[config.mk]
export PLATFORM = sky130hd
export DESIGN_NAME = sync_frame_tx
export DESIGN_NICKNAME = d
export VERILOG_FILES = /design/src/rtl/sync_frame_tx.sv
export SDC_FILE = /design/constraint.sdc
export NUM_CORES = 1
export LEC_CHECK = 0
export ABC_AREA = 1
export CAP_MARGIN = 20
export CELL_PAD_IN_SITES_DETAIL_PLACEMENT = 1
export CELL_PAD_IN_SITES_GLOBAL_PLACEMENT = 2
export CORE_MARGIN = 4
export CORE_UTILIZATION = 30
export CTS_CLUSTER_SIZE = 14
export DETAILED_ROUTE_END_ITERATION = 7
export PLACE_DENSITY_LB_ADDON = 0.08
export SETUP_SLACK_MARGIN = 0.1
export SLEW_MARGIN = 10
export SYNTH_ARGS = -nofsm -noshare
export SYNTH_HDL_FRONTEND = slang
export SYNTH_SLANG_ARGS = --single-unit
[constraint.sdc]
create_clock -name clk_i -period 1.8 [get_ports clk_i]
set_clock_uncertainty 0.05 [all_clocks]
set_input_delay 0.27 -clock clk_i [delete_from_list [all_inputs] [get_ports clk_i]]
set_output_delay 0.27 -clock clk_i [all_outputs]
set_load 0.005 [all_outputs]
[src/rtl/sync_frame_tx.sv]
// Serial frame transmitter: sends a 1-0-1 sync marker, the payload MSB-first,
// then GAP_CYCLES forced zeros, one bit per clock on a flop-driven line.
module sync_frame_tx #(
    parameter int DATA_W     = 8,
    parameter int GAP_CYCLES = 2
) (
    input  logic              clk_i,
    input  logic              rst_i,
    input  logic              in_valid_i,
    input  logic [DATA_W-1:0] in_data_i,
    output logic              in_ready_o,
    output logic              x_out_o,
    output logic              sync_active_o,
    output logic              busy_o,
    output logic              frame_done_o
);
    localparam int BW = (DATA_W > 1) ? $clog2(DATA_W) : 1;
    localparam int GW = (GAP_CYCLES > 1) ? $clog2(GAP_CYCLES) : 1;
    localparam logic [BW-1:0] BIT_LAST = BW'(DATA_W - 1);
    localparam logic [GW-1:0] GAP_LAST = GW'((GAP_CYCLES > 0) ? GAP_CYCLES - 1 : 0);

    typedef enum logic [1:0] {IDLE, SYNC, DATA, GAP} state_t;

    state_t            state_q, state_d;
    logic [1:0]        sync_cnt_q, sync_cnt_d;
    logic [BW-1:0]     bit_cnt_q, bit_cnt_d;
    logic [GW-1:0]     gap_cnt_q, gap_cnt_d;
    logic [DATA_W-1:0] shreg_q, shreg_d;
    logic              x_q, x_d;
    logic              sync_q, sync_d;
    logic              done_q, done_d;

    always_ff @(posedge clk_i) begin
        if (rst_i) begin
            state_q    <= IDLE;
            sync_cnt_q <= '0;
            bit_cnt_q  <= '0;
            gap_cnt_q  <= '0;
            shreg_q    <= '0;
            x_q        <= 1'b0;
            sync_q     <= 1'b0;
            done_q     <= 1'b0;
        end else begin
            state_q    <= state_d;
            sync_cnt_q <= sync_cnt_d;
            bit_cnt_q  <= bit_cnt_d;
            gap_cnt_q  <= gap_cnt_d;
            shreg_q    <= shreg_d;
            x_q        <= x_d;
            sync_q     <= sync_d;
            done_q     <= done_d;
        end
    end

    // Line outputs are computed for the next cycle and registered, so each
    // state's bit appears on x_out in the same cycle the state is entered.
    always_comb begin
        state_d    = state_q;
        sync_cnt_d = sync_cnt_q;
        bit_cnt_d  = bit_cnt_q;
        gap_cnt_d  = gap_cnt_q;
        shreg_d    = shreg_q;
        x_d        = 1'b0;
        sync_d     = 1'b0;
        done_d     = 1'b0;
        case (state_q)
            IDLE: begin
                if (in_valid_i) begin
                    shreg_d    = in_data_i;
                    sync_cnt_d = 2'd0;
                    state_d    = SYNC;
                    x_d        = 1'b1;
                    sync_d     = 1'b1;
                end
            end
            SYNC: begin
                if (sync_cnt_q == 2'd2) begin
                    state_d   = DATA;
                    bit_cnt_d = BIT_LAST;
                    x_d       = shreg_q[DATA_W-1];
                    shreg_d   = shreg_q << 1;
                end else begin
                    sync_cnt_d = sync_cnt_q + 2'd1;
                    x_d        = sync_cnt_q[0];  // 1st->0, 2nd->1
                    sync_d     = 1'b1;
                end
            end
            DATA: begin
                if (bit_cnt_q == '0) begin
                    done_d    = 1'b1;
                    gap_cnt_d = '0;
                    if (GAP_CYCLES > 0) state_d = GAP;
                    else                state_d = IDLE;
                end else begin
                    bit_cnt_d = bit_cnt_q - 1'b1;
                    x_d       = shreg_q[DATA_W-1];
                    shreg_d   = shreg_q << 1;
                end
            end
            GAP: begin
                if (gap_cnt_q == GAP_LAST) state_d = IDLE;
                else                       gap_cnt_d = gap_cnt_q + 1'b1;
            end
            default: state_d = IDLE;
        endcase
    end

    assign in_ready_o    = (state_q == IDLE);
    assign busy_o        = (state_q != IDLE);
    assign x_out_o       = x_q;
    assign sync_active_o = sync_q;
    assign frame_done_o  = done_q;
endmodule

==> flow_metrics.env <==
export IMPL_pre_cts_ws_ns=0.1016
export IMPL_synth_mux_area_frac=0
export IMPL_io_buffers=15
export IMPL_utilization=0.4169
export IMPL_cap_violations=0
export IMPL_numCtsBuffers=3
export IMPL_tns_ns=0
export IMPL_clock_sinks=19
export IMPL_htreeDepth=1
export IMPL_yosysWarnings=0
export IMPL_fin_ws_ns=0.2300
export IMPL_syn2layout_area_growth_pct=29.31
export IMPL_synth_xor_area_frac=0
export IMPL_wl_met2_mm=1.400
export IMPL_slew_viol_final=0
export IMPL_pwr_density_cell_nw_per_um2=1696
export IMPL_die_h_um=68.82
export IMPL_ant_nets=0
export IMPL_synth_fa_ha_area_frac=0.1015
export IMPL_synthMostInstantiatedCell="nand2_1"
export IMPL_r2r_start="state_q[0]"
export IMPL_std_cell_rows=21
export IMPL_synth_compound_area_frac=0.07554
export IMPL_grt_pass1_vias=964
export IMPL_final_min_clock_period_ns=1.570
export IMPL_synth_edff_count=0
export IMPL_clock_root_buffer="clkbuf_8"
export IMPL_synth_top_cell_area_share=0.3427
export IMPL_outcome="finished, final reports clean"
export IMPL_initial_utilization=0.3224
export IMPL_crit_arrival_ns=1.68
export IMPL_rsz0062_at_grt="false"
export IMPL_async_reset_ff_frac=0
export IMPL_worst_slew_pin_slew_ns=0.3201
export IMPL_top_layer_used="met4"
export IMPL_endpoint_kind="flop"
export IMPL_path_clk_slew_ns=0.08
export IMPL_required_ns=1.91
export IMPL_drive_above_1_share=0.2346
export IMPL_hold_path_startpoint="gap_cnt_q"
export IMPL_ys_ff_latch=19
export IMPL_fmax_mhz=636.9
export IMPL_totalWireLength_mm=2.764
export IMPL_grt_max_degree=17
export IMPL_clk_insertion_delay_late_ns=0.26
export IMPL_diodes=0
export IMPL_synth_area_leaders="dfxtp_1 (34%), nand2_1 (16%), ha_1 (10%)"
export IMPL_wl_per_cell_um=12.28
export IMPL_hp_class="flop to flop"
export IMPL_synth_nets=173
export IMPL_relSlewSlack=0.7843
export IMPL_core_area_um2=3442
export IMPL_hold_viol=0
export IMPL_dr_wl_met3_um=90
export IMPL_antenna_found_initial=0
export IMPL_synth_simple_area_share=0.3878
export IMPL_fin_area_um2=1435
export IMPL_r2r_slack_ns=0.23
export IMPL_ys_seq_area_frac=0.3427
export IMPL_first_pass_iters=4
export IMPL_syn_avg_cell_area_um2=7.254
export IMPL_crit_type="flop to flop"
export IMPL_crit_path_start_kind="flop"
export IMPL_hpwl_mm=1.980
export IMPL_vias=978
export IMPL_synth_cell_types=20
export IMPL_p_leak_uw=0.0006785
export IMPL_setup_violations=0
export IMPL_track_usage=0.1279
export IMPL_syn_inst=153
export IMPL_vias_per_cell=4.347
export IMPL_final_nets=200
export IMPL_die_x_um=68.82
export IMPL_finalCritPeriodShare=0.8722
export IMPL_cts_buffer_depth=2
export IMPL_crit_start="state_q[0]"
export IMPL_met1_length_mm=1.263
export IMPL_synth_common_cells="nand2_1 (46), nor2_1 (21), dfxtp_1 (19)"
export IMPL_synth_area_um2=1110
export IMPL_synth_area_leader_cell="dfxtp_1"
export IMPL_critPathMaxFanout=6
export IMPL_postPlaceCellArea_um2=1301
export IMPL_cts_tree="yes"
export IMPL_grt_ovfl_total=0
export IMPL_synth_ff_type="dfxtp_1"
export IMPL_dieArea_um2=4736
export IMPL_io_pins=16
export IMPL_grt_pass1_wl_mm=4.457
export IMPL_place_congestion=0.7376
export IMPL_synth_top_family_by_area="simple AND/OR/NAND/NOR gates"
export IMPL_drt_iter0_drc=26
export IMPL_irDropWorstVdd_mv=0.7421
export IMPL_drc=0
metrics by stage:
stage	hold WS (ns)	power, uW	instances
final	0.4246	2433	225
after floorplan	0.2891	1650	153
after global placement	0.4073	1900	214
after CTS	0.4323	2322	220
after detailed placement	0.4203	1952	214
after global routing	0.4566	2711	225
cell type report:
class	count	area, um2
Clock buffer	4	45.04
Inverter	17	63.81
Sequential cell	19	387.9
Timing Repair Buffer	24	215.2
Fill cell	441	2007
Tap cell	46	57.56
Multi-Input combinational cell	115	665.6
cells by family after synthesis:
logic type / Yosys count
AO/OA/AOI/OAI: 13
flip-flops: 19
AND/OR/NAND/NOR: 92
buffers and inverters: 20
adder cells (fa/ha/maj): 9
timing repair:
item                                    4_1_cts  5_1_grt
endpoints found under the setup margin        5       11
hold buffers                                  0        0
pin swaps                                     0        3
setup buffers                                 2        4
resized for setup                            10        4
cloned                                        0        1
path summary, 6_finish.rpt:
kind	cells past startpoint	end
max	7	bit_cnt_q[1]
min	2	gap_cnt_q
max reg2reg	7	bit_cnt_q[1]
min reg2reg	2	gap_cnt_q
registers in the layout (all words and copies together) (netlist names):
signal and cells:
frame_done_o 1, shreg_q 8, state_q 2, sync_cnt_q 2
sync_active_o 1, gap_cnt_q 1, x_out_o 1, bit_cnt_q 3
metal layers:
layer	global-route usage	vias up
li1	-	522
met1	0.1504	445
met2	0.2300	9
met3	0.03890	2
met4	0.02190	0
met5	0	-
power breakdown:
group	switching [uW]	internal, uW	total, uW
registers	75.2	577	652
logic	850	618	1470
clock network	155	158	313
total	1080	1350	2430
critical path, stage by stage, from the launching register on:
cell and delay (ns):
dfxtp_4 0.35, buf_4 0.14, ha_1 0.29, or2_2 0.34, nand3_2 0.12, nand2_1 0.07
nand2_1 0.06, nor2_1 0.04
layout by cell type, fill, tap and decap left out:
master,n
a21boi_0,4
a21boi_1,3
a21oi_1,4
a31oi_1,1
buf_4,9
clkbuf_1,1
clkbuf_8,3
clkdlybuf4s50_1,13
dfxtp_1,17
dfxtp_4,2
dlygate4sd2_1,2
ha_1,8
ha_4,1
inv_1,14
inv_2,3
nand2_1,46
nand2_2,4
nand2_4,4
nand3_1,4
nand3_2,1
nor2_1,19
nor2_2,11
nor2_4,1
nor2_8,1
o21ai_0,1
or2_2,2
Note: power is estimated with default switching activity, not from simulation.
